## src/rtl/cpu_pkg.sv

```systemverilog
// ----------------------------------------------------------------------------
// cpu_pkg
// Shared definitions for the small CPU: instruction/PC widths, the bit
// positions of each instruction field, the HALT opcode, the fetch sequencer
// state encoding and a helper that spots a HALT instruction.
// Instruction layout: {opcode[16:12], DA[11:9], RA[8:6], RB[5:3], IM[2:0]}
// ----------------------------------------------------------------------------
package cpu_pkg;

    localparam int PC_W    = 8;
    localparam int INSTR_W = 17;

    localparam int OP_MSB = 16;
    localparam int OP_LSB = 12;
    localparam int DA_MSB = 11;
    localparam int DA_LSB = 9;
    localparam int RA_MSB = 8;
    localparam int RA_LSB = 6;
    localparam int RB_MSB = 5;
    localparam int RB_LSB = 3;
    localparam int IM_MSB = 2;
    localparam int IM_LSB = 0;

    localparam logic [4:0]      HALT_OP  = 5'b11111;
    localparam logic [PC_W-1:0] RESET_PC = 8'h00;

    typedef enum logic [1:0] {
        IDLE   = 2'd0,
        FETCH  = 2'd1,
        ISSUE  = 2'd2,
        HALTED = 2'd3
    } seq_state_t;

    // True when the opcode field of an instruction word equals the halt code.
    function automatic logic is_halt(input logic [INSTR_W-1:0] instr,
                                     input logic [4:0]         halt_op);
        return instr[OP_MSB:OP_LSB] == halt_op;
    endfunction

endpackage

```

## src/rtl/instr_decode.sv

```systemverilog
// ----------------------------------------------------------------------------
// instr_decode
// Purely combinational split of an instruction register into its fields.
// Kept separate so the hazard unit can reuse the same field extraction.
// Ports:
//   ir      in   INSTR_W  instruction register contents
//   opcode  out  5        ir[16:12]
//   da      out  3        ir[11:9]  destination register
//   ra      out  3        ir[8:6]   source A
//   rb      out  3        ir[5:3]   source B
//   im      out  3        ir[2:0]   immediate
// ----------------------------------------------------------------------------
module instr_decode
    import cpu_pkg::*;
(
    input  logic [INSTR_W-1:0] ir,
    output logic [4:0]         opcode,
    output logic [2:0]         da,
    output logic [2:0]         ra,
    output logic [2:0]         rb,
    output logic [2:0]         im
);

    assign opcode = ir[OP_MSB:OP_LSB];
    assign da     = ir[DA_MSB:DA_LSB];
    assign ra     = ir[RA_MSB:RA_LSB];
    assign rb     = ir[RB_MSB:RB_LSB];
    assign im     = ir[IM_MSB:IM_LSB];

endmodule

```

## src/rtl/fetch_sequencer.sv

```systemverilog
// ----------------------------------------------------------------------------
// fetch_sequencer
// Owns the program counter for the 256 x 17-bit program memory, captures each
// fetched word into an instruction register and presents the decoded fields
// to the execute stage over a valid/ready handshake. Handles taken branches,
// stops on a HALT opcode and restarts from RESET_PC on a start pulse.
// Ports:
//   clk           in   1        rising-edge clock
//   rst_n         in   1        asynchronous active-low reset
//   start         in   1        begin / restart execution at RESET_PC
//   prg_counter   out  PC_W     registered PC, address to program memory
//   instructions  in   INSTR_W  combinational read data from program memory
//   issue_valid   out  1        decoded instruction presented
//   issue_ready   in   1        execute stage accepts this cycle
//   opcode        out  5        decoded opcode
//   da/ra/rb/im   out  3 each   decoded register / immediate fields
//   issue_pc      out  PC_W     address the presented instruction came from
//   br_taken      in   1        redirect PC (used only on a handshake)
//   br_target     in   PC_W     redirect address
//   busy          out  1        fetching or issuing
//   halted        out  1        HALT fetched, sequencer stopped
// ----------------------------------------------------------------------------
module fetch_sequencer #(
    parameter int              PC_W     = cpu_pkg::PC_W,
    parameter int              INSTR_W  = cpu_pkg::INSTR_W,
    parameter logic [PC_W-1:0] RESET_PC = cpu_pkg::RESET_PC,
    parameter logic [4:0]      HALT_OP  = cpu_pkg::HALT_OP
) (
    input  logic               clk,
    input  logic               rst_n,
    input  logic               start,
    output logic [PC_W-1:0]    prg_counter,
    input  logic [INSTR_W-1:0] instructions,
    output logic               issue_valid,
    input  logic               issue_ready,
    output logic [4:0]         opcode,
    output logic [2:0]         da,
    output logic [2:0]         ra,
    output logic [2:0]         rb,
    output logic [2:0]         im,
    output logic [PC_W-1:0]    issue_pc,
    input  logic               br_taken,
    input  logic [PC_W-1:0]    br_target,
    output logic               busy,
    output logic               halted
);

    import cpu_pkg::*;

    seq_state_t         state;
    seq_state_t         state_next;
    logic [PC_W-1:0]    pc;
    logic [PC_W-1:0]    pc_next;
    logic [INSTR_W-1:0] ir;
    logic [INSTR_W-1:0] ir_next;
    logic [PC_W-1:0]    issue_pc_q;
    logic [PC_W-1:0]    issue_pc_next;

    // State, PC, IR and the issue address all live here. Reset puts the
    // sequencer in IDLE with a cleared IR so every decoded field reads zero.
    always_ff @(posedge clk or negedge rst_n) begin
        if (!rst_n) begin
            state      <= IDLE;
            pc         <= RESET_PC;
            ir         <= '0;
            issue_pc_q <= '0;
        end else begin
            state      <= state_next;
            pc         <= pc_next;
            ir         <= ir_next;
            issue_pc_q <= issue_pc_next;
        end
    end

    // Next-state and handshake logic. start wins over everything else in any
    // state: it forces the PC back to RESET_PC and the next cycle is a fetch.
    // issue_valid is also masked by start so a restart never looks like an
    // accepted instruction, even when issue_ready is high in the same cycle.
    // PC+1 wraps naturally at the PC width.
    always_comb begin
        state_next    = state;
        pc_next       = pc;
        ir_next       = ir;
        issue_pc_next = issue_pc_q;
        issue_valid   = 1'b0;

        unique case (state)
            IDLE: begin
                if (start) begin
                    pc_next    = RESET_PC;
                    state_next = FETCH;
                end
            end

            FETCH: begin
                if (start) begin
                    pc_next    = RESET_PC;
                    state_next = FETCH;
                end else begin
                    ir_next       = instructions;
                    issue_pc_next = pc;
                    if (is_halt(instructions, HALT_OP)) begin
                        state_next = HALTED;
                    end else begin
                        state_next = ISSUE;
                    end
                end
            end

            ISSUE: begin
                if (start) begin
                    pc_next    = RESET_PC;
                    state_next = FETCH;
                end else begin
                    issue_valid = 1'b1;
                    if (issue_ready) begin
                        pc_next    = br_taken ? br_target : pc + PC_W'(1);
                        state_next = FETCH;
                    end
                end
            end

            HALTED: begin
                if (start) begin
                    pc_next    = RESET_PC;
                    state_next = FETCH;
                end
            end

            default: begin
                state_next = IDLE;
            end
        endcase
    end

    instr_decode u_decode (
        .ir     (ir),
        .opcode (opcode),
        .da     (da),
        .ra     (ra),
        .rb     (rb),
        .im     (im)
    );

    assign prg_counter = pc;
    assign issue_pc    = issue_pc_q;
    assign busy        = (state == FETCH) || (state == ISSUE);
    assign halted      = (state == HALTED);

endmodule
```

## config.mk

```make
export PLATFORM = sky130hd
export DESIGN_NAME = fetch_sequencer
export DESIGN_NICKNAME = d
export VERILOG_FILES = /design/src/rtl/cpu_pkg.sv /design/src/rtl/instr_decode.sv /design/src/rtl/fetch_sequencer.sv
export SDC_FILE = /design/constraint.sdc
export NUM_CORES = 1
export LEC_CHECK = 0
export CAP_MARGIN = 40
export CELL_PAD_IN_SITES_DETAIL_PLACEMENT = 2
export CELL_PAD_IN_SITES_GLOBAL_PLACEMENT = 2
export CORE_MARGIN = 3
export CORE_UTILIZATION = 29
export CTS_BUF_LIST = sky130_fd_sc_hd__clkbuf_4
export DETAILED_ROUTE_END_ITERATION = 8
export PLACE_DENSITY_LB_ADDON = 0.3
export SYNTH_ARGS = -nofsm -noshare
export SYNTH_HDL_FRONTEND = slang
export SYNTH_SLANG_ARGS = --single-unit
```

## constraint.sdc

```tcl
create_clock -name clk -period 3.9 [get_ports clk]
set_input_delay 0.585 -clock clk [delete_from_list [all_inputs] [get_ports clk]]
set_output_delay 0.585 -clock clk [all_outputs]
set_load 0.01 [all_outputs]
```

Word-level counts from Yosys, hierarchy flattened
Cells that the tools add are included.
W data, S select, Z words.
{"block": "classes", "add_sub_neg": 1, "n_eq_ne": 7, "muxes": 13, "bitwise_logic": 1, "reduce_logical": 7}
{"operator": "$mux W8", "n": 4}
{"operator": "$pmux W8 S2", "n": 1}
{"operator": "$add A8 B1 Y8 const B", "n": 1}
{"operator": "$mux W2", "n": 4}
{"operator": "$pmux W2 S3", "n": 1}
{"operator": "$reduce_and A2 Y1", "n": 3}
{"operator": "$eq A5 B5 Y1 const B", "n": 1}
{"operator": "$eq A2 B2 Y1 const B", "n": 2}
{"operator": "$ne A2 B1 Y1 const B", "n": 2}
{"operator": "$mux W1", "n": 3}
{"operator": "$ne A3 B3 Y1 const B", "n": 1}
{"operator": "$reduce_or A3 Y1", "n": 1}
{"operator": "$eq A2 B1 Y1 const B", "n": 1}
{"operator": "$logic_not A2 Y1", "n": 1}
{"operator": "$reduce_or A2 Y1", "n": 1}
{"operator": "$logic_or A1 B1 Y1", "n": 1}
{"operator": "$not A1 Y1", "n": 1}
{"block": "totals", "reg_bits": 35, "in_bits": 30, "out_inout_bits": 36}

Logic depth before layout (Yosys ltp)
Gate-level depths: netlist of the first run.
{"block": "logic_depth", "depth_word": 5, "mapped_depth": 7, "depth_no_buf": 6}

Modules after synthesis
Synthesis of the first run repeated with hierarchy kept, for this count alone.
{"block": "unflattened", "cells_unflattened": 156, "hier_area_um2": 1709.1}
{"mod": "fetch_sequencer", "instances": 1, "cells_per_inst": 139, "area_each_um2": 1581.5, "seq_area_each_um2": 875.8}
{"mod": "instr_decode", "instances": 1, "cells_per_inst": 17, "area_each_um2": 127.6, "seq_area_each_um2": 0.0}

Worst setup path before layout of the first run
No wires, ideal clock.
{"block": "synth_path", "path_kind": "register to register", "start": "register state[1]", "end": "register ir[0]", "setup_ps": 125, "arrival_time_ps": 1567, "t_required_ps": 3775, "setup_slack_ps": 2208, "stages_incl_launch_ff": 7, "n_path_buf": 2, "path_cell_list": "dfrtp_1 -> inv_1 -> ha_1 -> nor2b_1 -> clkbuf_1 -> buf_2 -> mux2_2"}
{"block": "synth_between", "elab_chain_cells": 2}
{"element": "from (decl)", "line": "fetch_sequencer.sv:50", "source": "seq_state_t state;"}
{"element": "from (signal assigned)", "line": "fetch_sequencer.sv:68", "source": "state <= state_next;"}
{"element": "$eq A2 B1 Y1", "line": "fetch_sequencer.sv:87", "source": "unique case (state)"}
{"element": "$reduce_and A2 Y1 (no source line)"}
{"element": "to (signal assigned)", "line": "fetch_sequencer.sv:70", "source": "ir <= ir_next;"}
{"element": "to (decl)", "line": "fetch_sequencer.sv:54", "source": "logic [INSTR_W-1:0] ir;"}
No other way between the ends.
A chain may end at the register's enable or synchronous reset.

Final worst setup path of the first run
{"block": "layout_path", "start": "input port start", "end": "output port issue_valid"}
{"block": "layout_between", "elab_chain_cells": 2}
{"element": "from (decl)", "line": "fetch_sequencer.sv:31", "source": "input logic start,"}
{"element": "$mux W1", "line": "fetch_sequencer.sv:111", "source": "if (start) begin"}
{"element": "$mux W1", "line": "fetch_sequencer.sv:87"}
{"element": "to (decl)", "line": "fetch_sequencer.sv:34", "source": "output logic issue_valid,"}
No other way between the ends.

==> results.txt, run 1 <==
Sequential area share after synthesis -> 55.1%
Area delta synth->final -> 50.0%
Measured slew at the worst slew-check pin -> 799 ps
Crit Path Category -> primary input to output port
Critical Path AT -> 1840 ps
CP startpoint kind -> primary input
CTS tree -> yes
DIE AREA -> 0.00641 mm²
Vias -> 1327
Worst-path cell chain -> clkdlybuf4s50_1, nor2b_1, clkdlybuf4s50_1
CP max FO -> 7
Post-synth cell types -> 26
Worst setup margin -> 1470 ps
Clock skew -> 4.85 ps
Routability Congestion -> 0.790
Synthesized cell area -> 0.00159 mm²
Total CTS buffers -> 5
Via-to-Cell Ratio -> 4.86
Worst min path class -> primary input to async pin
Syn nets -> 170
Clk pin slew, worst setup/hold paths -> 110 ps
Commonest non-fill, non-tap cell in the layout -> clkdlybuf4s50_1
Final worst-path cycle share -> 62.2%
Setup violators final -> 0
Global-route wire length before repair -> 7470 µm
Post-synth EDFFs -> 0
Post-route ant nets -> 0
# Post-CTS Setup Buffers -> 0
1st-pass router iterations -> 4
WHS -> 317 ps
ANT cells -> 0
Yosys reg bits -> 35
CTS Sinks -> 35
Vias in the first global route -> 1501
Cell Rows -> 26
Final count of hold timing violations -> 0
GRT Total Usage -> 15.4%
Worst IR Drop VDD -> 0.307 mV
Share of layout cells above drive strength 1 -> 18.7%
Fmax -> 412 MHz
CP max-delay cell -> clkdlybuf4s50_1
Lkg Pwr -> 1.01 nW
DRC viols -> 0
Die Height -> 80.1 µm
Slew margin rel. -> 46.7%
Total power draw -> 0.00137 W
Antenna violations before repair -> 0
Core area -> 0.00520 mm²
R2R Setup Slk -> 2060 ps
Cell mode on critical path -> clkdlybuf4s50_1
Setup_tns -> 0 ps
Pwr dens -> 573 mW/mm²
DP Worst Slack -> 1460 ps
Detailed placement HPWL -> 3500 µm
Routed wire length -> 4530 µm
Critical Path RT -> 3310 ps
Slew Viols, Final -> 0
Final Non-Filler Cells -> 273
Gate Count Post-Synth -> 135
Fin nets -> 237
Commonest non-fill, non-tap cells in the layout -> 64 x clkdlybuf4s50_1, 35 x dfrtp_1, 25 x mux2_2
Post-synth ARST share -> 100%
Post-route minimum period -> 2430 ps
Drt initial violations -> 47
CTS Hold Bufs -> 0
Number of max-cap violations -> 0
Critical path's top delay family -> buffers and inverters
Cts repair resizes -> 0
Initial core utilization -> 30.6%
Grt ovf -> 0
Number of I/O port buffers -> 65
Mean Syn Cell Area -> 11.8 µm²
Worst path bufs/invs -> 2
# H-tree levels -> 2
RSZ-0062 raised after global routing -> false
Status -> complete, no violations
Die width -> 80.1 µm
WL/cell -> 16.6 µm
Clock Tree Root -> clkbuf_4
Critical Path Sink Type -> output port
Dpl cells -> 265
Synth Flop Type -> dfrtp_1
Skew-Pair Late Insertion Delay -> 340 ps
Largest net degree at the start of global routing -> 36
Fillers -> 547
Synth warnings -> 0
IO Pins -> 66
Clock Path Buffers -> 2
Largest stage delay on the critical path -> 550 ps
[report_power, final]
group / internal (W) / switching [W] / total (W)
Combinational: 0.000345 / 0.000226 / 0.000571
Clock: 0.000132 / 0.000123 / 0.000255
Sequential: 0.000471 / 0.0000692 / 0.000541
[synth_stat cells, types with 2 or more instances]
master	n	area, µm²
nand2b_1	3	18.8
o21ai_0	4	20.0
buf_2	2	10.0
nor2_1	4	15.0
o22ai_1	4	25.0
nor3_1	5	25.0
nor2b_1	3	18.8
inv_1	6	22.5
nand2_1	5	18.8
dfrtp_1	35	876
clkbuf_1	4	15.0
nand3_1	4	20.0
mux2_2	25	282
and3_1	2	12.5
nor4_1	3	18.8
ha_1	5	62.6
a21oi_1	12	60.1
[cells by family (layout without fill, tap and decap cells)]
kind of cell	after synthesis	in the layout	share of synthesized area, %
simple gates	32	32	10.9
mux	26	26	18.3
fa+ha+maj	5	5	3.93
flops	35	35	55.1
compound gates	24	24	8.58
buf+inv	13	81	3.23
[per-layer routing]
layer	vias to the layer above	GRT usage [%]	part of all wire, %
li1	611	-	-
met1	660	17.7	41
met2	51	26.0	49
met3	5	6.61	9.1
met4	0	4.05	1.1
met5	-	0	0
[sequential cells by signal (all words and copies together) (netlist names)]
| register | cells |
|---|---|
| issue_pc | 8 |
| ir | 17 |
| prg_counter | 8 |
| state | 2 |
[stage by stage]
step / instance area (µm²) / utilization, %
floorplan: 1590 / -
global placement: 2310 / 44.4
detailed placement: 2310 / 44.4
CTS: 2380 / 45.8
global route: 2380 / 45.8
finish: 2380 / 45.8
[cell type report]
type                            instances  area, µm²  area share, %
Sequential cell                        35        876           36.7
Multi-Input combinational cell         87        666           27.9
Timing Repair Buffer                   66        653           27.4
Tap cell                               70       87.6           3.67
Clock inverter                          3       38.8           1.63
Clock buffer                            5       37.5           1.57
Inverter                                7       26.3           1.10
[final timing paths]
path / start / endpoint / cells after the start
worst max register to register: state[0] / prg_counter[4] / 6
min in group clk: ir[9] / ir[9] / 1
worst min-delay path: rst_n / prg_counter[2] / 1
worst min register to register: ir[9] / ir[9] / 1
worst max-delay path: start / issue_valid / 3
max in group asynchronous: rst_n / prg_counter[6] / 1
Note: power is estimated with default switching activity, not from simulation.
==> inputs of run 2 (changes only) <==
Settings changed: CORE_UTILIZATION 29 to 27.
Clock period 3.9 ns to 2.5 ns, I/O delays scaled along.
==> run 2 against run 1 <==
First-iteration DRC count grew 19%; hold slack worse by 200 ps; utilization fell by 3.3 points; die area up 6.8%; worst setup slack worse by 1200 ps; final area about the same; highest routed layer unchanged.
==> results.txt, run 2 (synthesized netlist as in run 1, its figures left out) <==
CP max FO -> 4 (was 7)
Routed wire length -> 4690 µm (was 4530 µm)
Max FFs per register -> 17 (unchanged)
Lkg Pwr -> 1.01 nW (about the same)
Slew margin rel. -> 46.6% (was 46.7%)
Fmax -> 456 MHz
Cts repair resizes -> 0 (unchanged)
Detailed placement HPWL -> 3570 µm (was 3500 µm)
Initial core utilization -> 28.4% (was 30.6%)
# Post-CTS Setup Buffers -> 0 (unchanged)
Commonest non-fill, non-tap cell in the layout -> clkdlybuf4s50_1 (unchanged)
Number of max-cap violations -> 0 (unchanged)
CTS tree -> yes (unchanged)
Clk pin slew, worst setup/hold paths -> 100 ps (was 110 ps)
Cell Rows -> 27 (was 26)
Post-route ant nets -> 0 (unchanged)
Setup_tns -> 0 ps (unchanged)
Fillers -> 612 (was 547)
Critical Path Sink Type -> output port (unchanged)
Status -> complete, no violations (unchanged)
Critical Path AT -> 1820 ps (was 1840 ps)
DRC viols -> 0 (unchanged)
Slew Viols, Final -> 0 (unchanged)
R2R cell count -> 6 (unchanged)
Vias -> 1316 (was 1327)
Via-to-Cell Ratio -> 4.73 (was 4.86)
Pwr dens -> 862 mW/mm² (was 573 mW/mm²)
Clock skew -> 5.76 ps (was 4.85 ps)
Skew-Pair Late Insertion Delay -> 340 ps (about the same)
WHS -> 115 ps (was 317 ps)
Critical Path RT -> 2120 ps (was 3310 ps)
Commonest non-fill, non-tap cells in the layout -> 64 x clkdlybuf4s50_1, 35 x dfrtp_1, 25 x mux2_2 (unchanged)
Worst path bufs/invs -> 3 (was 2)
Total CTS buffers -> 5 (unchanged)
CTS Sinks -> 35 (unchanged)
Crit Path Category -> flip-flop to output port (was primary input to output port)
Area delta synth->final -> 50.0% (about the same)
Final worst-path cycle share -> 87.7%
Vias in the first global route -> 1520 (was 1501)
Routability Congestion -> 0.790 (about the same)
Final count of hold timing violations -> 0 (unchanged)
Biggest register -> ir (unchanged)
Measured slew at the worst slew-check pin -> 801 ps (was 799 ps)
Worst r2r src -> state[0] (unchanged)
Fin nets -> 240 (was 237)
CP max-delay cell -> clkdlybuf4s50_1 (unchanged)
DIE AREA -> 0.00685 mm² (was 0.00641 mm²)
Setup violators final -> 0 (unchanged)
Global-route wire length before repair -> 7440 µm (was 7470 µm)
GRT Total Usage -> 14.9% (was 15.4%)
WL/cell -> 16.9 µm (was 16.6 µm)
Drt initial violations -> 56 (was 47)
Critical path's top delay family -> buffers and inverters (unchanged)
Clock Path Buffers -> 2 (unchanged)
Die width -> 82.7 µm (was 80.1 µm)
Share of layout cells above drive strength 1 -> 19.4% (was 18.7%)
Number of I/O port buffers -> 65 (unchanged)
Post-route minimum period -> 2190 ps
Cell mode on critical path -> inv_1 (was clkdlybuf4s50_1)
Fin util -> 42.5% (was 45.8%)
CTS Hold Bufs -> 0 (unchanged)
1st-pass router iterations -> 3 (was 4)
# H-tree levels -> 2 (unchanged)
Worst min path class -> primary input to async pin (unchanged)
RSZ-0062 raised after global routing -> false (unchanged)
Worst-path cell chain -> inv_1, ha_1, inv_1, clkdlybuf4s50_1 (was clkdlybuf4s50_1, nor2b_1, clkdlybuf4s50_1)
Core area -> 0.00561 mm² (was 0.00520 mm²)
IO Pins -> 66 (unchanged)
Grt ovf -> 0 (unchanged)
ANT cells -> 0 (unchanged)
CP startpoint kind -> flip-flop (was primary input)
Reg-to-Reg End -> prg_counter[6] (was prg_counter[4])
R2R Setup Slk -> 720 ps (was 2060 ps)
Antenna violations before repair -> 0 (unchanged)
Largest net degree at the start of global routing -> 36 (unchanged)
Die Height -> 82.7 µm (was 80.1 µm)
Worst IR Drop VDD -> 0.457 mV (was 0.307 mV)
Clock Tree Root -> clkbuf_4 (unchanged)
Largest stage delay on the critical path -> 560 ps (was 550 ps)
## run 2: worst max-delay path by stage
stage	start	end	slack [ps]	depth (start not counted)
after floorplan	state[1]	ir[0]	810	6
after global placement	start	issue_valid	530	3
after detailed placement	start	prg_counter[6]	470	5
after CTS	state[0]	busy	280	4
after global routing	state[0]	busy	190	4
final	state[0]	busy	310	4
## run 2: per-stage QoR
| step | setup WS (ps) | std cells | power (W) | area [µm²] |
|---|---|---|---|---|
| floorplan | 808 | 135 | 0.00125 | 1590 |
| detailed placement | 467 | 270 | 0.00178 | 2330 |
| finish | 308 | 278 | 0.00206 | 2390 |
| CTS | 276 | 278 | 0.00210 | 2390 |
| global placement | 529 | 270 | 0.00173 | 2330 |
| global route | 192 | 278 | 0.00220 | 2390 |
## run 2: worst reg2reg max path: stages (launching register included)
cell	delay (ps)
dfrtp_1	400
inv_1	80
ha_1	220
nor2b_1	170
nor3_1	500
a21oi_1	150
o22ai_1	180
## run 2: final cells by class
class,instances,area [µm²],share of cell area (%)
flip-flops and latches,35,876,36.7
repair buffers,69,676,28.3
multi-input cells,87,666,27.9
well taps,72,90.1,3.78
clock buffers,6,45.0,1.89
inverters,7,26.3,1.10
clock inverters,2,7.51,0.315
## run 2: power by group
part | switching, W | internal [W]
clock network | 0.000185 | 0.000115
registers | 0.000105 | 0.000736
logic | 0.000371 | 0.000545
total | 0.000661 | 0.00140
## run 2: metal layers
layer  global-route usage, %  routed length [µm]  share of wire [%]
met2                    26.6                2330                 50
met4                    5.72                  91                1.9
met3                    6.83                 474                 10
met1                    15.2                1790                 38
met5                       0                   0                  0
==> inputs of run 3 (changes only) <==
Settings changed: GPL_ROUTABILITY_DRIVEN set to 0, SKIP_CTS_REPAIR_TIMING set to 1.
==> results of run 3 <==
Final layout, timing and power as in run 2 (identical DEF).
